`src/rtl/iq_mod_pkg.sv`:
```
`default_nettype none
// ============================================================================
// Module   : iq_mod_pkg
// Brief    : Shared types, widths, quarter-wave sine table and output clamp
//            for the IQ up-converter.
// Revision : 1.0
// ============================================================================
package iq_mod_pkg;

    localparam int SAMPLE_W    = 5;
    localparam int COEF_W      = 6;
    localparam int PHASE_W     = 16;
    localparam int LUT_AW      = 4;
    localparam int FCW_DEFAULT = 16384;
    localparam int PROD_W      = SAMPLE_W + COEF_W;
    localparam int SUM_W       = PROD_W + 1;

    typedef logic signed [SAMPLE_W-1:0] sample_t;
    typedef logic signed [COEF_W-1:0]   coef_t;
    typedef logic signed [PROD_W-1:0]   prod_t;
    typedef logic signed [SUM_W-1:0]    sum_t;

    typedef struct packed {
        logic    clamped;
        sample_t value;
    } sat_t;

    localparam sum_t ROUND_BIAS = sum_t'(1 << (COEF_W - 2));
    localparam sum_t SUM_MAX    = sum_t'((1 << (SAMPLE_W - 1)) - 1);
    localparam sum_t SUM_MIN    = sum_t'(-(1 << (SAMPLE_W - 1)));

    // round(31*sin(2*pi*k/64)), k = 0..16; the extra entry makes the 90 deg point exact.
    localparam coef_t QW_LUT [0:16] = '{
        6'sd0,  6'sd3,  6'sd6,  6'sd9,  6'sd12, 6'sd15, 6'sd17, 6'sd20, 6'sd22,
        6'sd24, 6'sd26, 6'sd27, 6'sd29, 6'sd30, 6'sd30, 6'sd31, 6'sd31
    };

    function automatic sat_t sat_clamp(input sum_t x);
        sum_t sh;
        sat_t r;
        sh = x >>> (COEF_W - 1);
        r.clamped = 1'b0;
        r.value   = sample_t'(sh);
        if (sh > SUM_MAX) begin
            r.clamped = 1'b1;
            r.value   = sample_t'(SUM_MAX);
        end else if (sh < SUM_MIN) begin
            r.clamped = 1'b1;
            r.value   = sample_t'(SUM_MIN);
        end
        return r;
    endfunction

endpackage
`default_nettype wire

```
`src/rtl/iq_mod_nco.sv`:
```
`default_nettype none
// ============================================================================
// Module   : iq_mod_nco
// Brief    : Phase accumulator plus quarter-wave LUT; emits cos/sin for each
//            accepted sample, registered in step with pipeline stage 1.
// Revision : 1.0
// ============================================================================
module iq_mod_nco
    import iq_mod_pkg::*;
#(
    parameter int unsigned FCW = FCW_DEFAULT
) (
    input  logic  clk,
    input  logic  resetn,
    input  logic  adv,
    input  logic  clr,
    output coef_t cos,
    output coef_t sin
);

    localparam logic [PHASE_W-1:0] C_FCW = PHASE_W'(FCW);
    localparam logic [LUT_AW:0]    C_QTR = (LUT_AW + 1)'(1 << LUT_AW);

    logic [PHASE_W-1:0] r_phase;
    logic [PHASE_W-1:0] w_phase;
    logic [1:0]         w_quad;
    logic [LUT_AW-1:0]  w_idx;
    coef_t              w_s_mag;
    coef_t              w_c_mag;
    coef_t              w_cos;
    coef_t              w_sin;

    // A clear in the same cycle as a sample makes that sample see phase 0.
    always_comb begin
        w_phase = clr ? '0 : r_phase;
        w_quad  = w_phase[PHASE_W-1 -: 2];
        w_idx   = w_phase[PHASE_W-3 -: LUT_AW];
        w_s_mag = QW_LUT[{1'b0, w_idx}];
        w_c_mag = QW_LUT[C_QTR - {1'b0, w_idx}];
        w_cos   = w_c_mag;
        w_sin   = w_s_mag;
        case (w_quad)
            2'd0: begin w_cos = w_c_mag;  w_sin = w_s_mag;  end
            2'd1: begin w_cos = -w_s_mag; w_sin = w_c_mag;  end
            2'd2: begin w_cos = -w_c_mag; w_sin = -w_s_mag; end
            2'd3: begin w_cos = w_s_mag;  w_sin = -w_c_mag; end
        endcase
    end

    always_ff @(posedge clk or negedge resetn) begin
        if (!resetn) begin
            r_phase <= '0;
            cos     <= '0;
            sin     <= '0;
        end else begin
            if (clr || adv) begin
                r_phase <= w_phase + (adv ? C_FCW : '0);
            end
            if (adv) begin
                cos <= w_cos;
                sin <= w_sin;
            end
        end
    end

endmodule
`default_nettype wire

```
`src/rtl/iq_mod.sv`:
```
`default_nettype none
// ============================================================================
// Module   : iq_mod
// Brief    : Complex up-converter: rotates baseband I/Q by the NCO through a
//            3-stage multiply / add-round-saturate pipeline.
// Revision : 1.0
// ============================================================================
module iq_mod
    import iq_mod_pkg::*;
#(
    parameter int unsigned FCW = FCW_DEFAULT
) (
    input  logic    clk,
    input  logic    resetn,
    input  logic    bb_valid,
    input  sample_t I_BB,
    input  sample_t Q_BB,
    input  logic    phase_clr,
    input  logic    sat_clr,
    output logic    mod_iq_valid,
    output sample_t I_IF,
    output sample_t Q_IF,
    output logic    sat_flag
);

    coef_t   w_cos;
    coef_t   w_sin;
    sample_t r_i1;
    sample_t r_q1;
    logic    r_v1;
    logic    r_v2;
    prod_t   r_ic;
    prod_t   r_qs;
    prod_t   r_is;
    prod_t   r_qc;
    sum_t    w_i_sum;
    sum_t    w_q_sum;
    sat_t    w_i_sat;
    sat_t    w_q_sat;

    iq_mod_nco #(
        .FCW (FCW)
    ) u_nco (
        .clk    (clk),
        .resetn (resetn),
        .adv    (bb_valid),
        .clr    (phase_clr),
        .cos    (w_cos),
        .sin    (w_sin)
    );

    always_comb begin
        w_i_sum = sum_t'(r_ic) - sum_t'(r_qs) + ROUND_BIAS;
        w_q_sum = sum_t'(r_is) + sum_t'(r_qc) + ROUND_BIAS;
        w_i_sat = sat_clamp(w_i_sum);
        w_q_sat = sat_clamp(w_q_sum);
    end

    // Data registers load only with their stage valid so outputs hold while idle.
    always_ff @(posedge clk or negedge resetn) begin
        if (!resetn) begin
            r_i1         <= '0;
            r_q1         <= '0;
            r_v1         <= 1'b0;
            r_v2         <= 1'b0;
            r_ic         <= '0;
            r_qs         <= '0;
            r_is         <= '0;
            r_qc         <= '0;
            mod_iq_valid <= 1'b0;
            I_IF         <= '0;
            Q_IF         <= '0;
            sat_flag     <= 1'b0;
        end else begin
            r_v1         <= bb_valid;
            r_v2         <= r_v1;
            mod_iq_valid <= r_v2;
            if (bb_valid) begin
                r_i1 <= I_BB;
                r_q1 <= Q_BB;
            end
            if (r_v1) begin
                r_ic <= prod_t'(r_i1) * prod_t'(w_cos);
                r_qs <= prod_t'(r_q1) * prod_t'(w_sin);
                r_is <= prod_t'(r_i1) * prod_t'(w_sin);
                r_qc <= prod_t'(r_q1) * prod_t'(w_cos);
            end
            if (r_v2) begin
                I_IF <= w_i_sat.value;
                Q_IF <= w_q_sat.value;
            end
            if (r_v2 && (w_i_sat.clamped || w_q_sat.clamped)) begin
                sat_flag <= 1'b1;
            end else if (sat_clr) begin
                sat_flag <= 1'b0;
            end
        end
    end

endmodule
`default_nettype wire
```
`config.mk`:
```
export PLATFORM = sky130hd
export DESIGN_NAME = iq_mod
export DESIGN_NICKNAME = d
export VERILOG_FILES = /design/src/rtl/iq_mod_pkg.sv /design/src/rtl/iq_mod_nco.sv /design/src/rtl/iq_mod.sv
export SDC_FILE = /design/constraint.sdc
export NUM_CORES = 1
export LEC_CHECK = 0
export BUFFER_PORTS_ARGS = -buffer_cell sky130_fd_sc_hd__buf_2
export CAP_MARGIN = 20
export CELL_PAD_IN_SITES_DETAIL_PLACEMENT = 1
export CELL_PAD_IN_SITES_GLOBAL_PLACEMENT = 1
export CORE_MARGIN = 1.5
export CORE_UTILIZATION = 40
export DETAILED_ROUTE_END_ITERATION = 12
export PLACE_DENSITY = 0.71
export SETUP_SLACK_MARGIN = 0.02
export SLEW_MARGIN = 30
export SYNTH_ARGS = -nofsm -noshare
export SYNTH_HDL_FRONTEND = slang
export SYNTH_SLANG_ARGS = --single-unit
```
`constraint.sdc`:
```
create_clock -name clk -period 3.6 [get_ports clk]
set_input_delay 0.18 -clock clk [delete_from_list [all_inputs] [get_ports clk]]
set_output_delay 0.18 -clock clk [all_outputs]
set_load 0.02 [all_outputs]
```
== After elaboration in Yosys (flattened, before gate mapping) ==
Memory sizes are Yosys's and may differ from the RTL's.
Cells that the tools add are included.
W data, S select, Z words.

* Word-level logic and storage cells: 59
* Bits in read-only memories: 384
* Memories: 2
* Bits in registers: 96
* Input port bits: 15

{| class="wikitable"
|+ Memory list
! name !! words !! bits a word !! rd ports !! clocked after Yosys merged registers in !! wr ports !! RTL line !! source
|-
| (name not given) || 32 || 6 || 1 || 0 || 0 || iq_mod_nco.sv:38 || <nowiki>w_s_mag = QW_LUT[{1'b0, w_idx}];</nowiki>
|-
| (name not given) || 32 || 6 || 1 || 0 || 0 || iq_mod_nco.sv:39 || <nowiki>w_c_mag = QW_LUT[C_QTR - {1'b0, w_idx}];</nowiki>
|}

* $mul: 4
* Multiplexer cells: 14
* Bitwise gates (word level): 2
* Reductions and logical operators: 5
* Equal/unequal tests: 3
* Add/sub/neg operators: 8
* $lt $le $gt $ge: 6

{| class="wikitable"
|+ Operator list
! cell !! number
|-
| $mux W6 || 8
|-
| $pmux W6 S4 || 2
|-
| $mul A5 B6 Y11 || 4
|-
| $add A12 B6 Y12 const B || 2
|-
| $add A16 B16 Y16 || 1
|-
| $mux W16 || 1
|-
| $mux W15 || 1
|-
| $gt A7 B5 Y1 const B || 2
|-
| $lt A7 B5 Y1 const B || 2
|-
| $add A11 B11 Y12 || 1
|-
| $ge A6 B6 Y1 const B || 2
|-
| $neg A6 Y6 || 2
|-
| $sub A11 B11 Y12 || 1
|-
| $not A4 Y6 || 1
|-
| $not A5 Y6 || 1
|-
| $sub A5 B4 Y5 const A || 1
|-
| $eq A2 B2 Y1 const B || 2
|-
| $eq A2 B1 Y1 const B || 1
|-
| $logic_not A2 Y1 || 1
|-
| $logic_or A1 B1 Y1 || 2
|-
| $mux W1 || 2
|-
| $reduce_bool A2 Y1 || 1
|-
| $logic_and A1 B1 Y1 || 1
|}

== Longest topological paths before layout ==
* Depth after elaboration: 8
* Depth in mapped cells: 17
* Gate-level depth less buffers: 16

== Cells and area by module ==
Synthesis repeated with hierarchy kept, for this count alone.

* Cells, all modules: 1035
* Area total of the unflattened synthesis: 9676.8 um^2

{| class="wikitable"
|+ By module, submodules not included
! module !! area an instance (um^2) !! seq. area each (um^2) !! cells an instance !! times used
|-
| iq_mod || 7856.3 || 1701.6 || 811 || 1
|-
| iq_mod_nco || 1820.5 || 450.4 || 224 || 1
|}

== Worst setup path after synthesis ==
OpenSTA, ideal clock, no wires.

* Path kind: register to register
* From: reg r_q1[3]
* To: reg r_qc[10]
* Cell stages (with the launch flop): 15
* Data required time: 3.464 ns
* Arrival time: 3.584 ns
* Setup time: 0.136 ns
* Setup slack: -0.119 ns
* Path through: dfrtp_1 > clkbuf_1 > nand2_1 > fa_1 > fa_1 > fa_1 > inv_1 > ha_1 > a21o_1 > a21oi_1 > o21bai_1 > a21oi_1 > o21ai_0 > xnor2_1 > a21oi_1

* Word-level cells in the longest chain between the ends: 1

{| class="wikitable"
|+ RTL lines
! element !! RTL line !! source
|-
| from (decl) || iq_mod.sv:29 || <nowiki>sample_t r_q1;</nowiki>
|-
| from (signal assigned) || iq_mod.sv:63 || <nowiki>r_q1 <= '0;</nowiki>
|-
| from (signal assigned) || iq_mod.sv:80 || <nowiki>r_q1 <= Q_BB;</nowiki>
|-
| $mul A5 B6 Y11 || iq_mod.sv:86 || <nowiki>r_qc <= prod_t'(r_q1) * prod_t'(w_cos);</nowiki>
|-
| to (signal assigned) || iq_mod.sv:86 ||
|-
| to (decl) || iq_mod.sv:35 || <nowiki>prod_t r_qc;</nowiki>
|}

Every way passes these cells.
A chain may end at the register's enable or synchronous reset.

== Worst setup path in the final report ==
* From: reg u_nco.cos[2]
* To: reg r_qc[9]

* Word-level cells in the longest chain between the ends: 1

{| class="wikitable"
|+ RTL lines
! element !! RTL line !! source
|-
| from (decl) || iq_mod_nco.sv:17 || <nowiki>output coef_t cos,</nowiki>
|-
| from (signal assigned) || iq_mod_nco.sv:60 || <nowiki>cos <= w_cos;</nowiki>
|-
| $mul A5 B6 Y11 || iq_mod.sv:86 ||
|}

Every way passes these cells.

==> flow_summary.ini <==
[place]
portBuffers = 26
dp_slack_ns = -0.3646
dp_cells = 1448
gp_congestion = 0.8770
place_hpwl_mm = 19.14
dpl_cell_area_sq_um = 10780

[cts]
clockRootBuffer = clkbuf_16
clkSlewWorstSetupHoldPaths_ns = 0.07
h-tree-depth = 3
cts_made_buffers = 9
clock_sinks = 86
clk_latency_ns = 0.36
cts_tree = done
cts_buffer_depth = 2

[cells_and_area]
fin_nets = 1392
layout.cells.non_filler = 1503
area_delta_synth_final_pct = 25.46
fin_area_sq_um = 12030
antennaDiodeCount = 0
drive_gt1_frac = 0.2965
final_common_cell = inv_1
final_cell_mix = inv_1, buf_4, ha_1, fa_1, dfrtp_1

[critical_path]
r2r-end = r_qc[9]
cp-startpoint = u_nco.cos[2]
crit_fanout = 8
path_delay_family = adder cells
worst_path_most_repeated_cell = fa_1
cp-endpoint = r_qc[9]
cp.arrival_ns = 3.96
crit_chain = buf_6 -> nand2_1 -> fa_1 -> fa_1 -> fa_1 -> buf_4 -> fa_2 -> inv_2 -> a21oi_4 -> o21bai_4 -> a21o_1 -> a21oi_2 -> xnor2_1 -> mux2_4
crit_required_ns = 3.85
worst-path-stages = 14
critical_path_buf_inv_count = 3
r2r.worst_path.cells = 14
r2r_setup_slack_ns = -0.11
cp_slowest_cell = dfrtp_2
critPathCaptureType = flop
cpPeakStageDelay_ns = 0.52
r2r-start = u_nco.cos[2]
critPathKind = reg2reg
startpoint_type = flop

[outcome]
violations = negative setup slack
status = complete, but fails checks

[run]
maxCapViolations = 0

[logic_synthesis]
netlist_area_sq_um = 9587
ys_seq_elements = 86
synth_flop_cell = dfrtp_1
avgSynthCellArea_sq_um = 9.165
ys_types = 71
ys_seq_area_frac = 0.2245
yosys_warnings = 0
syn-num-nets = 1259
netlist_instances = 1046
synth_edf_count = 0
synthArstFlopShare = 1.000

[timing]
fin_crit_sh = 1.031
relSlewSlack = 0.4957
drv_slew = 0
setup_viol = 11
final.min_clock_period_ns = 3.713
rsz0062_at_grt = yes
fin_skew_ns = 0.008044
worst_slew_pin_slew_ns = 0.7537
fmax_mhz = 269.3
hold_violations = 0
setup_slack_ns = -0.1127

[global_route]
grt_pass1_vias = 8419
antenna_found_initial = 0
globalRoute.totalOverflow = 0
grt_first_pass_wirelength_mm = 41.79
grt_util_all_layers = 0.2157
grt_max_degree = 69

[detailed_routing]
ant_nets = 0
vias_per_cell = 5.195
drc = 0
first_pass_iters = 8
route.detailed.wl_per_inst_um = 18.27
routed_wl_mm = 27.46
vias = 7808
first_iter_violations = 350

[worst_hold_path]
min_path_type = in2reg

[power_and_ir_drop]
p_total_mw = 9.154
power_density_nw_per_um2 = 761.0
p_leak_nw = 5.862
ir_drop_v = 0.0003843

[floorplan]
coreArea_sq_um = 23470
die_w_um = 157.8
pin_count = 27
dieArea_sq_um = 24900
die_y_um = 157.8
initial_core_util = 0.4084
rows = 56
sequential cells by signal, indices dropped and copies added (netlist names):
register and count:
r_qs 11, r_v2 1, sat_flag 1, r_i1 5, u_nco.r_phase 6, Q_IF 5
r_is 11, mod_iq_valid 1, r_q1 5, r_v1 1, I_IF 5, r_qc 11
r_ic 11, u_nco.cos 6, u_nco.sin 6
cells in the mapped netlist (6+ instances only):
library cell,number,share of area
a31oi_1,9,0.0059
xnor2_1,46,0.042
fa_1,80,0.17
a21o_1,9,0.0070
nor2_1,51,0.020
nand2_1,65,0.025
xor2_1,12,0.011
nor2b_1,6,0.0039
o22ai_1,7,0.0046
a21oi_1,61,0.032
o21ai_0,44,0.023
o31ai_1,8,0.0063
mux2_2,38,0.045
ha_1,118,0.15
clkbuf_1,40,0.016
o21bai_1,10,0.0078
nor3_1,10,0.0052
nand3_1,16,0.0084
inv_1,160,0.063
dfrtp_1,86,0.22
and2_1,59,0.039
nand2b_1,25,0.016
how the worst min path moves through the flow:
| stage | cells past startpoint | start | to |
|---|---|---|---|
| global placement | 1 | resetn | r_qs[7] |
| detailed placement | 1 | resetn | r_qs[6] |
| global route | 2 | Q_BB[3] | r_q1[3] |
| CTS | 2 | I_BB[1] | r_i1[1] |
| floorplan | 0 | resetn | I_IF[0] |
| finish | 3 | Q_BB[4] | r_q1[4] |
layer usage:
layer | wire, um | track usage | vias to the layer above
met1 | 11780 | 0.2626 | 3944
met2 | 14320 | 0.3933 | 109
met5 | 0 | 0 | -
met4 | 678 | 0.06110 | 0
met3 | 684 | 0.03121 | 41
li1 | - | - | 3714
report_power, final:
group | switching [mW] | internal [mW]
Combinational | 3.31 | 3.16
Clock | 0.439 | 0.686
Sequential | 0.260 | 1.30
Total | 4.01 | 5.14
worst min-delay path, stage by stage:
cell and delay [ns]:
buf_2 0.08, nand2_1 0.04, o21ai_0 0.07
what timing repair did:
action / 4_1_cts / 5_1_grt
endpoints found under the hold margin: 6 / 0
resized for setup: 72 / 73
pin swaps: 84 / 56
buffers inserted: 25 / 17
hold buffers: 1 / 0
endpoints found under the setup margin: 17 / 20
cell type report:
type	count	area (sq um)
fill	2695	11440
multi-input combinational	752	7169
sequential	86	2177
timing repair buffer	167	1323
inverter	163	614.3
tap	319	399.1
clock buffer	10	229.0
clock inverter	6	116.4
through the flow:
step | hold slack (ns) | utilization | TNS (ns)
detailed placement | 0.3856 | 0.4591 | -2.197
CTS | 0.04342 | 0.4936 | -0.1894
finish | 0.05027 | 0.5124 | -0.6477
global route | 0.04418 | 0.5124 | -1.916
floorplan | -0.1156 | - | -0.005884
global placement | 0.3796 | 0.4591 | -1.252
cell families (layout without fill, tap and decap cells):
kind of cell / count (synthesis) / after routing / share of synthesized area
AND/OR/NAND/NOR: 264 / 264 / 0.1437
buffers and inverters: 208 / 346 / 0.08288
adder cells (fa/ha/maj): 198 / 198 / 0.3211
AO/OA/AOI/OAI: 189 / 189 / 0.1250
flip-flops: 86 / 86 / 0.2245
XOR/XNOR: 58 / 58 / 0.05299
multiplexers: 43 / 43 / 0.04986
Note: power is estimated with default switching activity, not from simulation.
